==> config.mk <==
export PLATFORM = sky130hd
export DESIGN_NAME = mux_n_arb
export DESIGN_NICKNAME = d
export VERILOG_FILES = /design/src/rtl/mux_pkg.sv /design/src/rtl/rr_arbiter.sv /design/src/rtl/mux_n_arb.sv
export SDC_FILE = /design/constraint.sdc
export NUM_CORES = 1
export LEC_CHECK = 0
export ABC_AREA = 1
export CORE_MARGIN = 2
export CORE_UTILIZATION = 34
export DETAILED_ROUTE_END_ITERATION = 12
export GPL_ROUTABILITY_DRIVEN = 1
export GPL_TIMING_DRIVEN = 0
export PLACE_DENSITY_LB_ADDON = 0.3
export SYNTH_ARGS = -nofsm -noshare
export SYNTH_HDL_FRONTEND = slang
export SYNTH_SLANG_ARGS = --single-unit
export TNS_END_PERCENT = 100
==> constraint.sdc <==
create_clock -name clk -period 3.6 [get_ports clk]
set_input_delay 0.72 -clock clk [delete_from_list [all_inputs] [get_ports clk]]
set_output_delay 0.72 -clock clk [all_outputs]
set_load 0.005 [all_outputs]
==> src/rtl/mux_pkg.sv <==
// Shared definitions for the N-channel stream multiplexer and its arbiter.
package mux_pkg;

    localparam int MODE_SEL = 0;
    localparam int MODE_RR  = 1;

    typedef enum logic {
        MUX_MODE_SEL = 1'b0,
        MUX_MODE_RR  = 1'b1
    } mux_mode_e;

endpackage

==> src/rtl/rr_arbiter.sv <==
// Round-robin arbiter: grants the first requester after ptr, wrapping modulo NUM_CH.
module rr_arbiter #(
    parameter int NUM_CH = 8,
    parameter int IDX_W  = $clog2(NUM_CH)
) (
    input  logic [NUM_CH-1:0] req,
    input  logic [IDX_W-1:0]  ptr,
    output logic [NUM_CH-1:0] grant,
    output logic [IDX_W-1:0]  idx,
    output logic              any
);

    always_comb begin : search
        int cand;
        grant = '0;
        idx   = '0;
        any   = 1'b0;
        cand  = 0;
        // Offsets 1..NUM_CH so the previous winner is considered last.
        for (int k = 1; k <= NUM_CH; k++) begin
            cand = (int'(ptr) + k) % NUM_CH;
            if (!any && req[cand]) begin
                any         = 1'b1;
                grant[cand] = 1'b1;
                idx         = IDX_W'(cand);
            end
        end
    end

endmodule

==> src/rtl/mux_n_arb.sv <==
// N-channel valid/ready stream multiplexer with a registered output stage,
// selecting either by the sel port or round-robin over valid channels.
module mux_n_arb
    import mux_pkg::*;
#(
    parameter int DATA_W = 8,
    parameter int NUM_CH = 8,
    parameter int SEL_W  = $clog2(NUM_CH),
    parameter int MODE   = MODE_SEL
) (
    input  logic                     clk,
    input  logic                     rst,
    input  logic [NUM_CH*DATA_W-1:0] in_data,
    input  logic [NUM_CH-1:0]        in_valid,
    output logic [NUM_CH-1:0]        in_ready,
    input  logic [SEL_W-1:0]         sel,
    output logic [DATA_W-1:0]        out_data,
    output logic                     out_valid,
    input  logic                     out_ready,
    output logic [SEL_W-1:0]         out_ch
);

    logic [DATA_W-1:0] out_data_reg;
    logic              out_valid_reg;
    logic [SEL_W-1:0]  out_ch_reg;

    logic [NUM_CH-1:0] grant;
    logic [SEL_W-1:0]  grant_idx;
    logic              grant_any;
    logic              load_en;
    logic              transfer;
    logic [DATA_W-1:0] grant_data;

    assign load_en  = !out_valid_reg || out_ready;
    assign transfer = !rst && load_en && grant_any;

    generate
        if (MODE == MODE_RR) begin : g_rr
            logic [SEL_W-1:0] rr_ptr_reg;

            rr_arbiter #(
                .NUM_CH (NUM_CH),
                .IDX_W  (SEL_W)
            ) u_arb (
                .req   (in_valid),
                .ptr   (rr_ptr_reg),
                .grant (grant),
                .idx   (grant_idx),
                .any   (grant_any)
            );

            // Reset value NUM_CH-1 makes the first search start at channel 0.
            always_ff @(posedge clk) begin
                if (rst) begin
                    rr_ptr_reg <= SEL_W'(NUM_CH - 1);
                end else if (transfer) begin
                    rr_ptr_reg <= grant_idx;
                end
            end
        end else begin : g_sel
            // An out-of-range sel matches no channel, so nothing is granted.
            for (genvar gi = 0; gi < NUM_CH; gi++) begin : g_dec
                assign grant[gi] = in_valid[gi] && (sel == SEL_W'(gi));
            end
            assign grant_idx = sel;
            assign grant_any = |grant;
        end
    endgenerate

    assign grant_data = in_data[int'(grant_idx)*DATA_W +: DATA_W];

    for (genvar gi = 0; gi < NUM_CH; gi++) begin : g_ready
        assign in_ready[gi] = !rst && load_en && grant[gi];
    end

    always_ff @(posedge clk) begin
        if (rst) begin
            out_valid_reg <= 1'b0;
            out_data_reg  <= '0;
            out_ch_reg    <= '0;
        end else if (load_en) begin
            out_valid_reg <= transfer;
            if (transfer) begin
                out_data_reg <= grant_data;
                out_ch_reg   <= grant_idx;
            end
        end
    end

    assign out_data  = out_data_reg;
    assign out_valid = out_valid_reg;
    assign out_ch    = out_ch_reg;

endmodule

==> results.tsv, run 1 <==
stage	metric	value	unit
timing	Clock Skew	2.95	ps
synthesis	Post-Syn Area per Cell	5.05	um^2
timing	Slew Limit Fails	0	
pwr	sw frac	0.294	
synthesis	#FFs+latches synth	12	
pwr	Clock power frac	0.229	
pwr	Overall Power	482	uW
global_routing	vias in the first global route	1498	
synthesis	Syn Std Cell Area	0.00114	mm^2
cells_and_area	Synth-to-Final Area Change	92.3	%
cells_and_area	final non-filler cell total	372	
detailed_routing	Via density	4.45	
worst_setup_path	CP Depth	5	
timing	Sum Neg Setup Slack	0	ps
cells_and_area	commonest non-fill, non-tap cell in the layout	nand2_1	
place	pre-CTS WS	484	ps
worst_setup_path	Arr. time, crit path	2390	ps
worst_setup_path	slowest CP cell	clkdlybuf4s50_1	
timing	clock period minus worst slack	3110	ps
pwr	Max IR drop VDD	0.105	mV
synthesis	post-synthesis simple-gate area fraction	0.636	
detailed_routing	Iter 0 DRT Violations	75	
cells_and_area	number of flip-flops in the largest register	8	
synthesis	adder-cell area share of the yosys netlist	0	
clocking	hold_buf cts	0	
worst_setup_path	worst r2r path cells	8	
worst_hold_path	Hold Crit Endpoint	out_ch[0]	
worst_setup_path	crit path kind	primary input to primary output	
synthesis	Synth area leader	nand2_1	
cells_and_area	share of cells above drive strength 1	0.0644	
timing	RSZ-0062 raised after global routing	false	
global_routing	GRT overflow	0	
floorplanning	I/O pins	98	
detailed_routing	# DRC	0	
global_routing	antenna violations before repair	0	
place	Buffers on Ports	96	
pwr	Cell Pwr Density	220	mW/mm^2
clocking	clock sinks	12	
clocking	H-tree depth	1	
worst_setup_path	Worst path top cell family by delay	buffers and inverters	
place	Cells after DPL	368	
synthesis	YS warnings	0	
synthesis	Synthesized Nets	304	
timing	Final WS setup	486	ps
floorplanning	Core ar.	0.00328	mm^2
clocking	Post-CTS Setup Bufs	0	
run	max cap viols	0	
pwr	Sw Pwr	142	uW
cells_and_area	commonest non-fill, non-tap cells in the layout	nand2_1 (121), clkdlybuf4s50_1 (96), nor2_1 (31)	
worst_hold_path	critical hold path startpoint	out_ch[0]	
detailed_routing	Total Wirelength	3880	um
global_routing	largest net degree at the start of global routing	11	
timing	Hold WS	496	ps
synthesis	top post-synthesis cells by area	nand2_1 (40%), dfxtp_1 (21%), nor2_1 (10%)	
detailed_routing	Vias	1655	
synthesis	post-synthesis cell type count	16	
synthesis	Seq/Total Area, Yosys	0.210	
detailed_routing	router iterations before antenna repair	4	
cells_and_area	design area	0.00220	mm^2
synthesis	xor and xnor area share after synthesis	0	
pwr	Logic pwr share	0.455	
synthesis	Post-synth ARST share	0	
timing	relative slew slack	0.581	
place	DP HPWL	3220	um
clocking	Clk Latency, worst-skew pair	280	ps
synthesis	area share of the largest cell type after synthesis	0.398	
status	outcome	complete, no violations	
pwr	sequential share of power	0.316	
place	Post-Place Cell Area	0.00216	mm^2
floorplanning	Initial Utilization	0.348	
floorplanning	Cell Rows	21	
floorplanning	Die Wd	62.0	um
cells_and_area	ANT cells	0	
worst_setup_path	WP buf/inv	2	
worst_setup_path	required time of the critical path	2880	ps
cells_and_area	Net count, final	405	
pwr	cell leakage power	1.03	nW
synthesis	mux contribution to synthesized area	0	
pwr	Internal	341	uW
synthesis	Top FF cell, synth	dfxtp_1	
worst_setup_path	worst reg2reg startpoint	out_valid	
worst_setup_path	delay of the slowest cell on the worst path	520	ps
worst_setup_path	Worst R2R End	out_data[5]	
clocking	Worst-path clk slew	80	ps
synthesis	largest family of logic cells by synthesized area	simple AND/OR/NAND/NOR gates	
synthesis	EDFF count, synth	0	
timing	Peak Freq	321	MHz
worst_hold_path	hold crit path type	register to register	
clocking	Max clock buf depth	2	
timing	Finish-stage setup viols	0	
worst_setup_path	critical-path maximum fanout	9	
global_routing	GRT Total Usage	0.213	
detailed_routing	antenna-violating nets left	0	
worst_setup_path	worst path cell trace	clkdlybuf4s50_1, nor2_2, nand2_1, nor2_1, clkdlybuf4s50_1	
synthesis	Mapped Cells	226	
clocking	Root Driver	clkbuf_4	
worst_setup_path	FF-to-FF setup slack	2070	ps
worst_setup_path	cell repeated most along the worst path	clkdlybuf4s50_1	
worst_hold_path	hold-critical path depth	2	
global_routing	first-pass GRT wire length	6180	um
cells_and_area	final core utilization	0.669	
worst_setup_path	critical path launch point type	primary input	
detailed_routing	routed len/inst	10.4	um
timing	Final Hold Fails	0	
clocking	CTS tree	done	
clocking	post-cts sizing count	0	
timing	Worst Tran Pin Value	624	ps
floorplanning	Die Span Y	62.0	um
place	GP Congestion	0.825	
floorplanning	Die ar.	0.00384	mm^2
clocking	total CTS buffers	3	
timing	period utilisation layout	0.865	
worst_setup_path	Setup crit end kind	primary output	
synthesis	compound-cell area share of the yosys netlist	0.0219	
power groups by stage:
| stage | combinational [mW] | clock, mW | sequential [mW] |
|---|---|---|---|
| 3_3_place_gp | 0.219 | 0 | 0.155 |
| 4_1_cts | 0.221 | 0.115 | 0.152 |
| 3_5_place_dp | 0.220 | 0 | 0.156 |
| 5_1_grt | 0.246 | 0.118 | 0.153 |
| 2_1_floorplan | 0.0875 | 0 | 0.156 |
| 6_report | 0.220 | 0.110 | 0.152 |
synth_stat cells (2+ instances only):
| cell type | n |
|---|---|
| dfxtp_1 | 12 |
| buf_2 | 6 |
| nor2_1 | 31 |
| nand4_1 | 16 |
| buf_6 | 2 |
| nand2_1 | 121 |
| inv_1 | 20 |
| nor2_4 | 2 |
| inv_2 | 3 |
| nand2_2 | 2 |
| nand3_1 | 3 |
| o21ai_0 | 4 |
worst max-delay path by stage:
stage	startpoint	to	slack, ps
6_report	sel[0]	in_ready[0]	490
5_1_grt	sel[0]	in_ready[0]	370
4_1_cts	sel[0]	in_ready[0]	480
3_5_place_dp	sel[0]	in_ready[0]	480
3_3_place_gp	sel[0]	in_ready[0]	490
2_1_floorplan	sel[2]	in_ready[2]	1580
layer usage:
metal  wire [um]  GRT usage  vias up
met3         267     0.0497        4
met2        1980      0.376       62
met4          40     0.0851        0
met1        1600      0.247      702
li1            -          -      887
met5           0          0        -
worst register-to-register path: cells and delay by family (launching register included):
kind | cells | cell delay [ps]
AOI/OAI and AO/OA | 1 | 500
buffers and inverters | 3 | 310
DFF | 1 | 340
and+or+nand+nor | 4 | 280
cell families (layout without fill, tap and decap cells):
family / after synthesis / after routing
DFF: 12 / 12
and+or+nand+nor: 176 / 176
buffers and inverters: 33 / 133
AOI/OAI and AO/OA: 5 / 5
cell type report:
class | count | area [um^2]
multi-input cells | 181 | 752
repair buffers | 96 | 961
plain buffers | 9 | 60.1
fillers | 316 | 1090
well taps | 46 | 57.6
clock buffers | 4 | 36.3
inverters | 24 | 90.1
flip-flops and latches | 12 | 240
Power figures use the tool's default switching activity.
==> run 2, diff against run 1 <==
Settings changed: CORE_MARGIN 2 to unset, SLEW_MARGIN set to 40.
==> results.tsv, run 2 (same netlist as run 1, synthesis figures left out) <==
stage	metric	value	unit	change
worst_setup_path	critical-path maximum fanout	9		unchanged
detailed_routing	# DRC	0		unchanged
detailed_routing	Vias	1642		-0.79%
pwr	Max IR drop VDD	0.110	mV	+4.6%
clocking	total CTS buffers	3		unchanged
worst_setup_path	Arr. time, crit path	2390	ps	about the same
place	Buffers on Ports	96		unchanged
floorplanning	Die ar.	0.00360	mm^2	-6.4%
worst_setup_path	crit path kind	primary input to primary output		
worst_hold_path	critical hold path startpoint	out_ch[2]		
detailed_routing	routed len/inst	10.0	um	-3.8%
timing	Peak Freq	322	MHz	+0.15%
worst_setup_path	critical path launch point type	primary input		
worst_setup_path	Worst R2R End	out_data[1]		
cells_and_area	commonest non-fill, non-tap cell in the layout	nand2_1		
worst_hold_path	hold crit path type	register to register		
worst_setup_path	slowest CP cell	clkdlybuf4s50_1		
cells_and_area	share of cells above drive strength 1	0.0615		-0.00288
timing	Worst Tran Pin Value	611	ps	-13.6 ps
clocking	post-cts sizing count	0		unchanged
worst_setup_path	worst path cell trace	clkdlybuf4s50_1, nor2_2, nand2_1, nor2_1, clkdlybuf4s50_1		
floorplanning	Initial Utilization	0.365		+0.0174
worst_hold_path	Hold Crit Endpoint	out_ch[2]		
timing	Hold WS	486	ps	-10.6 ps
clocking	CTS tree	done		
clocking	Max clock buf depth	2		unchanged
cells_and_area	Net count, final	405		unchanged
cells_and_area	ANT cells	0		unchanged
worst_setup_path	Worst path top cell family by delay	buffers and inverters		
worst_setup_path	WP buf/inv	2		unchanged
worst_setup_path	worst reg2reg startpoint	out_valid		
cells_and_area	fillers	292		-7.6%
global_routing	GRT Total Usage	0.219		+0.00512
worst_setup_path	cell repeated most along the worst path	clkdlybuf4s50_1		
cells_and_area	final core utilization	0.697		+0.0282
status	outcome	complete, no violations		
detailed_routing	antenna-violating nets left	0		unchanged
global_routing	first-pass GRT wire length	5940	um	-3.9%
timing	clock period minus worst slack	3110	ps	-4.56 ps
worst_setup_path	required time of the critical path	2880	ps	about the same
detailed_routing	Total Wirelength	3710	um	-4.6%
floorplanning	Core ar.	0.00313	mm^2	-4.8%
clocking	clock sinks	12		unchanged
clocking	hold_buf cts	0		unchanged
floorplanning	Die Span Y	60.0	um	-3.2%
clocking	H-tree depth	1		unchanged
global_routing	largest net degree at the start of global routing	11		unchanged
clocking	Clk Latency, worst-skew pair	270	ps	about the same
timing	Finish-stage setup viols	0		unchanged
detailed_routing	Iter 0 DRT Violations	52		-31%
worst_setup_path	delay of the slowest cell on the worst path	530	ps	about the same
timing	RSZ-0062 raised after global routing	false		
place	Cells after DPL	366		-0.54%
run	max cap viols	0		unchanged
worst_hold_path	hold-critical path depth	2		unchanged
timing	relative slew slack	0.590		+0.00910
place	GP Congestion	0.783		-5.0%
worst_setup_path	Setup crit end kind	primary output		
timing	Sum Neg Setup Slack	0	ps	unchanged
detailed_routing	router iterations before antenna repair	4		unchanged
timing	Clock Skew	3.93	ps	+0.983 ps
clocking	Root Driver	clkbuf_4		
floorplanning	I/O pins	98		unchanged
floorplanning	Cell Rows	20		-4.8%
timing	Final Hold Fails	0		unchanged
worst_setup_path	FF-to-FF setup slack	2100	ps	+30 ps
global_routing	vias in the first global route	1522		+1.6%
clocking	Post-CTS Setup Bufs	0		unchanged
global_routing	antenna violations before repair	0		unchanged
pwr	Cell Pwr Density	207	mW/mm^2	-5.5%
floorplanning	Die Wd	60.0	um	-3.2%
timing	Slew Limit Fails	0		unchanged
pwr	cell leakage power	1.02	nW	-0.70%
global_routing	GRT overflow	0		unchanged
clocking	Worst-path clk slew	70	ps	about the same
place	DP HPWL	3050	um	-5.1%
cells_and_area	number of flip-flops in the largest register	8		unchanged
timing	period utilisation layout	0.864		-0.00127
cells_and_area	commonest non-fill, non-tap cells in the layout	nand2_1 (121), clkdlybuf4s50_1 (96), nor2_1 (31)		
cells_and_area	Synth-to-Final Area Change	90.9	%	
detailed_routing	Via density	4.45		about the same
worst_setup_path	worst r2r path cells	8		unchanged
cells_and_area	final non-filler cell total	369		-0.81%
run 2: cell types whose count changed in the layout (fill, tap and decap cells not counted):
cell	before	now
clkbuf_8	1	0
run 2: worst min-delay path, cell delays in order (launching register included):
cell and delay [ps]:
dfxtp_1 330, nand3_1 70, o21ai_0 60
run 2: routing by layer:
layer  routed length, um  track usage  vias up
li1                    -            -      888
met1                1610        0.245      677
met2                1780        0.394       67
met3                 214       0.0476       10
met4                  95       0.0930        0
met5                   0            0        -
run 2: per-stage QoR:
stage | power (mW) | worst slack, ps | area [um^2]
floorplan | 0.244 | 1580 | 1140
global placement | 0.373 | 511 | 2160
detailed placement | 0.376 | 497 | 2160
CTS | 0.455 | 494 | 2180
global route | 0.486 | 372 | 2180
finish | 0.452 | 490 | 2180
run 2: area by class of cell:
type	count	area [um^2]	share of cell area
Inverter	24	90.1	0.0413
Clock buffer	3	22.5	0.0103
Tap cell	44	55.1	0.0252
Sequential cell	12	240	0.110
Buffer	9	60.1	0.0275
Multi-Input combinational cell	181	752	0.345
Timing Repair Buffer	96	961	0.441
run 2: report_power, final:
| part | leakage (nW) | total, mW | switching (mW) | internal [mW] |
|---|---|---|---|---|
| Combinational | 0.910 | 0.220 | 0.0867 | 0.133 |
| Sequential | 0.0988 | 0.153 | 0.00661 | 0.146 |
| Clock | 0.0138 | 0.0802 | 0.0415 | 0.0387 |
run 2: how the worst max path moves through the flow:
stage	start	endpoint	slack, ps	depth (start not counted)
2_1_floorplan	sel[2]	in_ready[2]	1580	5
3_3_place_gp	sel[0]	in_ready[4]	510	5
3_5_place_dp	sel[0]	in_ready[0]	500	5
4_1_cts	sel[0]	in_ready[0]	490	5
5_1_grt	sel[0]	in_ready[0]	370	5
6_report	sel[0]	in_ready[0]	490	5
